## src/rtl/cs_decoder_seq.sv

```systemverilog
// Registered multi-channel chip-select decoder with per-channel address latch
// and one-shot pulse mode for strobe-style selects.
module cs_decoder_seq #(
    parameter int CHANNELS  = 2,
    parameter int ABITS     = 2,
    parameter int PULSE_LEN = 4,
    localparam int OUTS     = 1 << ABITS
) (
    input  logic                      clk,
    input  logic                      reset,
    input  logic [CHANNELS-1:0]       en_n,
    input  logic [CHANNELS-1:0]       le,
    input  logic [CHANNELS*ABITS-1:0] a,
    input  logic [CHANNELS-1:0]       pulse,
    output logic [CHANNELS*OUTS-1:0]  sel_n,
    output logic [CHANNELS-1:0]       active
);

    typedef enum logic [1:0] {
        IDLE = 2'd0,
        FIRE = 2'd1,
        HOLD = 2'd2
    } state_t;

    localparam logic [7:0] CNT_LOAD = 8'(PULSE_LEN - 1);

    genvar gi;
    generate
        for (gi = 0; gi < CHANNELS; gi++) begin : g_chan
            state_t            state_q, state_d;
            logic [ABITS-1:0]  addr_q, addr_d;
            logic [ABITS-1:0]  fired_q, fired_d;
            logic [7:0]        cnt_q, cnt_d;
            logic [OUTS-1:0]   sel_q, sel_d;
            logic              active_q, active_d;
            logic [ABITS-1:0]  eff;
            logic [OUTS-1:0]   dec;
            logic              trigger;

            always_ff @(posedge clk) begin
                if (reset) begin
                    state_q  <= IDLE;
                    addr_q   <= '0;
                    fired_q  <= '0;
                    cnt_q    <= '0;
                    sel_q    <= '1;
                    active_q <= 1'b0;
                end else begin
                    state_q  <= state_d;
                    addr_q   <= addr_d;
                    fired_q  <= fired_d;
                    cnt_q    <= cnt_d;
                    sel_q    <= sel_d;
                    active_q <= active_d;
                end
            end

            always_comb begin
                state_d = state_q;
                fired_d = fired_q;
                cnt_d   = cnt_q;
                sel_d   = sel_q;
                eff     = le[gi] ? a[gi*ABITS +: ABITS] : addr_q;
                addr_d  = eff;
                dec     = '1;
                dec[eff] = 1'b0;
                // A pulse fires from IDLE, or when the effective address moves
                // away from the one that last fired (retrigger, no gap cycle).
                trigger = !en_n[gi] && ((state_q == IDLE) || (eff != fired_q));

                if (!pulse[gi]) begin
                    state_d = IDLE;
                    cnt_d   = '0;
                    sel_d   = en_n[gi] ? '1 : dec;
                end else if (en_n[gi]) begin
                    state_d = IDLE;
                    cnt_d   = '0;
                    sel_d   = '1;
                end else if (trigger) begin
                    state_d = FIRE;
                    fired_d = eff;
                    cnt_d   = CNT_LOAD;
                    sel_d   = dec;
                end else begin
                    case (state_q)
                        FIRE: begin
                            if (cnt_q != 8'd0) begin
                                cnt_d = cnt_q - 8'd1;
                            end else begin
                                state_d = HOLD;
                                sel_d   = '1;
                            end
                        end
                        HOLD:    sel_d = '1;
                        default: sel_d = '1;
                    endcase
                end

                active_d = ~&sel_d;
            end

            assign sel_n[gi*OUTS +: OUTS] = sel_q;
            assign active[gi]             = active_q;
        end
    endgenerate

endmodule

```

## config.mk

```make
export PLATFORM = sky130hd
export DESIGN_NAME = cs_decoder_seq
export DESIGN_NICKNAME = d
export VERILOG_FILES = /design/src/rtl/cs_decoder_seq.sv
export SDC_FILE = /design/constraint.sdc
export NUM_CORES = 1
export LEC_CHECK = 0
export BUFFER_PORTS_ARGS = -buffer_cell sky130_fd_sc_hd__buf_4
export CORE_MARGIN = 4
export CORE_UTILIZATION = 61
export CTS_CLUSTER_SIZE = 10
export DETAILED_ROUTE_END_ITERATION = 10
export PLACE_DENSITY_LB_ADDON = 0.3
export RECOVER_POWER = 25
export SETUP_SLACK_MARGIN = 0.1
export SLEW_MARGIN = 20
export SYNTH_ARGS = -nofsm -noshare
export SYNTH_HDL_FRONTEND = slang
export SYNTH_SLANG_ARGS = --single-unit
```

## constraint.sdc

```tcl
create_clock -name clk -period 6 [get_ports clk]
set_input_delay 1.8 -clock clk [delete_from_list [all_inputs] [get_ports clk]]
set_output_delay 1.8 -clock clk [all_outputs]
set_load 0.01 [all_outputs]
```

Word level (Yosys, flattened, before mapping)
Cells that the tools add are included.
- add/subtract/negate cells: 2
- magnitude comparators: 4
- equal/unequal tests: 6
- multiplexer cells: 30
- bitwise operators: 8
- reduce and logical (&&, ||, !) cells: 34
- operator list (operator ; number):
    $mux W4 ; 12
    $mux W2 ; 8
    $reduce_and A2 Y1 ; 8
    $reduce_bool A8 Y1 ; 2
    $sub A8 B1 Y8 const B ; 2
    $mux W1 ; 8
    $not A4 Y4 ; 2
    $reduce_and A4 Y1 ; 2
    $reduce_bool A2 Y1 ; 4
    $reduce_or A4 Y1 ; 2
    $lt A2 B3 Y1 const B ; 2
    $not A1 Y1 ; 6
    $reduce_and A3 Y1 ; 2
    $reduce_or A3 Y1 ; 2
    $demux W1 S2 ; 2
    $eq A2 B1 Y1 const B ; 2
    $ge A2 B1 Y1 const B ; 2
    $logic_and A1 B1 Y1 ; 4
    $logic_not A1 Y1 ; 4
    $logic_not A2 Y1 ; 2
    $ne A2 B2 Y1 ; 2
    $ne A2 B2 Y1 const B ; 2
    $logic_or A1 B1 Y1 ; 2
- bits in registers: 38
- output and inout port bits: 10
- word-level logic and storage cells: 100

Logic depth before layout (Yosys ltp)
- word-level depth: 11
- mapped depth: 7
- depth with buffers taken out: 7

Least setup slack after synthesis
No wires, ideal clock.
- kind: input-to-reg
- from: input port le[0]
- to: register g_chan[0].sel_q[2]
- library setup time: 0.120 ns
- arrival: 3.050 ns
- slack: 2.830 ns
- stages: 5
- path buffers: 0
- cell sequence: mux2i_1 xnor2_1 nand4_1 o21a_1 or2_1
- longest elaborated chain between the ends: 9
- elaborated cells between the ends (all ways): 14
- those cells by class: order compare: 2; eq/ne: 1; mux: 7; bitwise: 1; reduce/logical: 3
- ends and longest elaborated chain (item ; RTL line ; text):
    start, declared ; 12 ; input logic [CHANNELS-1:0] le,
    $mux W2 * ; 63 ; eff = le[gi] ? a[gi*ABITS +: ABITS] : addr_q;
    $lt A2 B3 Y1 (implied by the code) or $ge A2 B1 Y1 (tied branches) ; 66 ; dec[eff] = 1'b0;
    $logic_and A1 B1 Y1 (implied by the code) ; 66 ;
    $mux W1 (implied by the code) ; 66 ;
    $demux W1 S2 ; 66 ;
    $not A4 Y4 (no line) ; n/a ;
    $mux W4 ; 79 ; end else if (trigger) begin
    $mux W4 ; 75 ; end else if (en_n[gi]) begin
    $mux W4 * ; 71 ; if (!pulse[gi]) begin
    end signal, assigned ; 53 ; sel_q <= sel_d;
    end, declared ; 34 ; logic [OUTS-1:0] sel_q, sel_d;
Mark *: on every way between the ends. The rest lies on a longest branch, timed or not.
A chain may end at the register's enable or synchronous reset.

Final worst setup path
Same ends and word-level chain as after synthesis.

==> results.yml <==
outcome:
  status: "finished, final reports clean"
power_and_ir_drop:
  cellPowerDensity_nw_per_um2: 242
  p_total_mw: 0.493
  ir_drop_mv: 0.177
  total_leakage_power_nw: 0.746
floorplanning:
  floorplan.rows: 19
  design.die.area_um2: 3930
  fp.dieW_um: 62.7
  fp.coreArea_um2: 2810
  start_util: 0.649
  chipHeight_um: 62.7
  num_io_pins: 22
sta:
  fin_crit_sh: 0.558
  final-setup-viol-count: 0
  finalClockSkew_ns: 0.00641
  setup_total_negative_slack_ns: 0
  unrepaired_setup_endpoints_after_global_routing: "no"
  worst_pin_slew_ns: 0.684
  finalWorstPathRequiredPeriod_ns: 3.35
  maxSlewHeadroom: 0.531
  max_clock_freq_ghz: 0.299
  number_of_hold_violations_in_the_final_report: 0
  finalHoldWorstSlack_ns: 0.522
  finalMaxSlewViolations: 0
  finalWorstSetupSlack_ns: 2.65
cts:
  worstSkewPairLatency_ns: 0.33
  clock_pin_slew_on_the_worst_setup_and_hold_paths_ns: 0.11
  ctsResizeCount: 0
  ctsHoldBuffers: 0
  postCtsSetupRepairBufs: 0
  clockRootBuffer: "clkbuf_4"
  cts.sinks: 38
  tritoncts.num_buffers: 5
  htreeDepth: 2
  cts_tree: "built"
  clock_path_buffers: 2
global_route:
  grt_use_total: 0.182
  first_global_vias: 1444
  maximum_number_of_pins_on_one_net_before_global_route_repair: 21
  antenna_found_initial: 0
  first_pass_grt_wire_length_um: 5930
  grt.overflow.total: 0
drt:
  drt-initial-drc-count: 72
  post_detailed_routing_wire_length_um: 3410
  drt_pass1_iterations: 4
  detail_route.drc_violations: 0
  ant_nets: 0
  routed_wire_length_per_instance_um: 13.5
  vias_per_cell: 5.82
  dr_total_vias: 1472
cells_and_area:
  final_net_count: 237
  area_delta_synth_final_pct: 11.9
  layout.core_utilization: 0.727
  design_area_um2: 2040
  drive_gt1_frac: 0.126
  layout.cells.non_filler: 253
  antennaDiodeCount: 0
setup_path:
  startpoint_type: "input port"
  critPathLaunch: "le[0]"
  cp_max_fo: 9
  reg2regPathDepth: 7
  worst_ep_required_time_ns: 6.23
  critical_path.endpoint_type: "register"
  rr_endpoint: "g_chan[0].sel_q[2]"
  r2r_setup_slack_ns: 3.74
  worst_setup_path_endpoint: "g_chan[0].sel_q[2]"
  timing_worst_setup_path_type: "in2reg"
  worst_endpoint_data_arrival_time_ns: 3.58
  rr_startpoint: "g_chan[0].cnt_q[0]"
logic_synthesis:
  synthCells: 199
  synth_warnings: 0
  yosysTopAreaCellShare: 0.418
  synthesis.area_per_instance_um2: 9.15
  synth-edff-count: 0
  synth_area_leader_cell: "dfxtp_1"
  netlist_top_cells_area: "dfxtp_1, nor2_1, xnor2_1"
  post_synth_instance_area_um2: 1820
  synth.distinct_cells: 45
  mappedNetlistNets: 214
  synth_top_flop_cell: "dfxtp_1"
  synth_sequential_area_ratio: 0.418
  proportion_of_synthesized_flip_flops_having_asynchronous_set_or_reset: 0
  postSynthRegisterBits: 38
job:
  cap_viol_max_count: 0
placement:
  place_congestion: 0.837
  portBuffers: 21
  dp.cells: 246
  hpwlAfterDp_um: 2500
  post-place-ws_ns: 2.44
  postPlaceCellArea_um2: 1990
worst_hold_path:
  hold_path.class: "reg2reg"
[synthesized netlist by cell type, drive strengths merged (4+ instances only)]
master  instances
nand2           8
xor2            7
inv             6
xnor2          11
a21oi          10
or2             4
mux2i           4
a211oi          4
nor4            5
o21ai           4
nor2b           6
dfxtp          38
nor2           31
nor3            5
o21bai          5
nand2b          7
or3             4
[cell families after synthesis]
logic type                 Yosys count  share of synthesized area
and+or+nand+nor                     84                      0.249
AOI/OAI and AO/OA                   40                      0.161
DFF                                 38                      0.418
xor gates and xnor gates            18                     0.0865
buffers and inverters               12                     0.0371
muxes                                4                     0.0282
adders and majority gates            3                     0.0206
[how the worst min path moves through the flow]
stage	from	to	slack, ns	depth (start not counted)
floorplan	g_chan[0].state_q[1]	g_chan[0].state_q[1]	0.47	2
global placement	g_chan[0].cnt_q[7]	g_chan[0].cnt_q[7]	0.50	2
detailed placement	g_chan[0].cnt_q[6]	g_chan[0].cnt_q[6]	0.50	2
CTS	g_chan[0].cnt_q[6]	g_chan[0].cnt_q[6]	0.53	2
global route	g_chan[0].cnt_q[7]	g_chan[0].cnt_q[7]	0.56	2
finish	g_chan[0].cnt_q[6]	g_chan[0].cnt_q[6]	0.52	2
[cell usage in the layout, fill, tap and decap left out, types with 4 or more instances in the layout]
cell      Yosys  final
mux2i_1       1      4
a211oi_1      4      4
o21ai_0       4      4
xnor2_1      11     11
nand2_1       8      8
nor4_1        5      5
nor2_1       31     31
dfxtp_1      38     38
a21oi_1      10     10
nand2b_1      7      7
clkbuf_1      2      6
inv_1         6      6
nor2b_1       6      6
xor2_1        7      7
or3_1         4      4
o21bai_1      5      5
nor3_1        5      5
clkbuf_4      0      5
buf_4         2     15
[where the power goes]
| part | switching [mW] | total [mW] | internal (mW) |
|---|---|---|---|
| logic | 0.0271 | 0.0508 | 0.0237 |
| registers | 0.00593 | 0.266 | 0.260 |
| clock network | 0.0797 | 0.177 | 0.0971 |
| total | 0.113 | 0.493 | 0.380 |
[per-layer routing]
metal  global-route usage  wire (um)  part of all wire
met3               0.0432        147             0.043
met1                0.221       1600              0.47
met5                    0          0                 0
met4               0.0634         40             0.012
met2                0.312       1620              0.48
[critical path, cell delays in order]
cell,delay (ns)
clkbuf_1,0.14
mux2i_1,0.61
xor2_1,0.29
nand4_1,0.25
o21a_1,0.27
or2_1,0.21
[area by class of cell]
cell class / instances / area (um^2)
Sequential cell: 38 / 761
Clock buffer: 6 / 51.3
Timing Repair Buffer: 21 / 135
Tap cell: 31 / 38.8
Fill cell: 208 / 767
Multi-Input combinational cell: 149 / 982
Clock inverter: 1 / 30.0
Inverter: 7 / 40.0
[registers in the layout (all words and copies together) (netlist names)]
name             count
g_chan.addr_q        4
g_chan.cnt_q        16
g_chan.fired_q       4
g_chan.sel_q         8
g_chan.state_q       4
g_chan.active_q      2
Note: power is estimated with default switching activity, not from simulation.
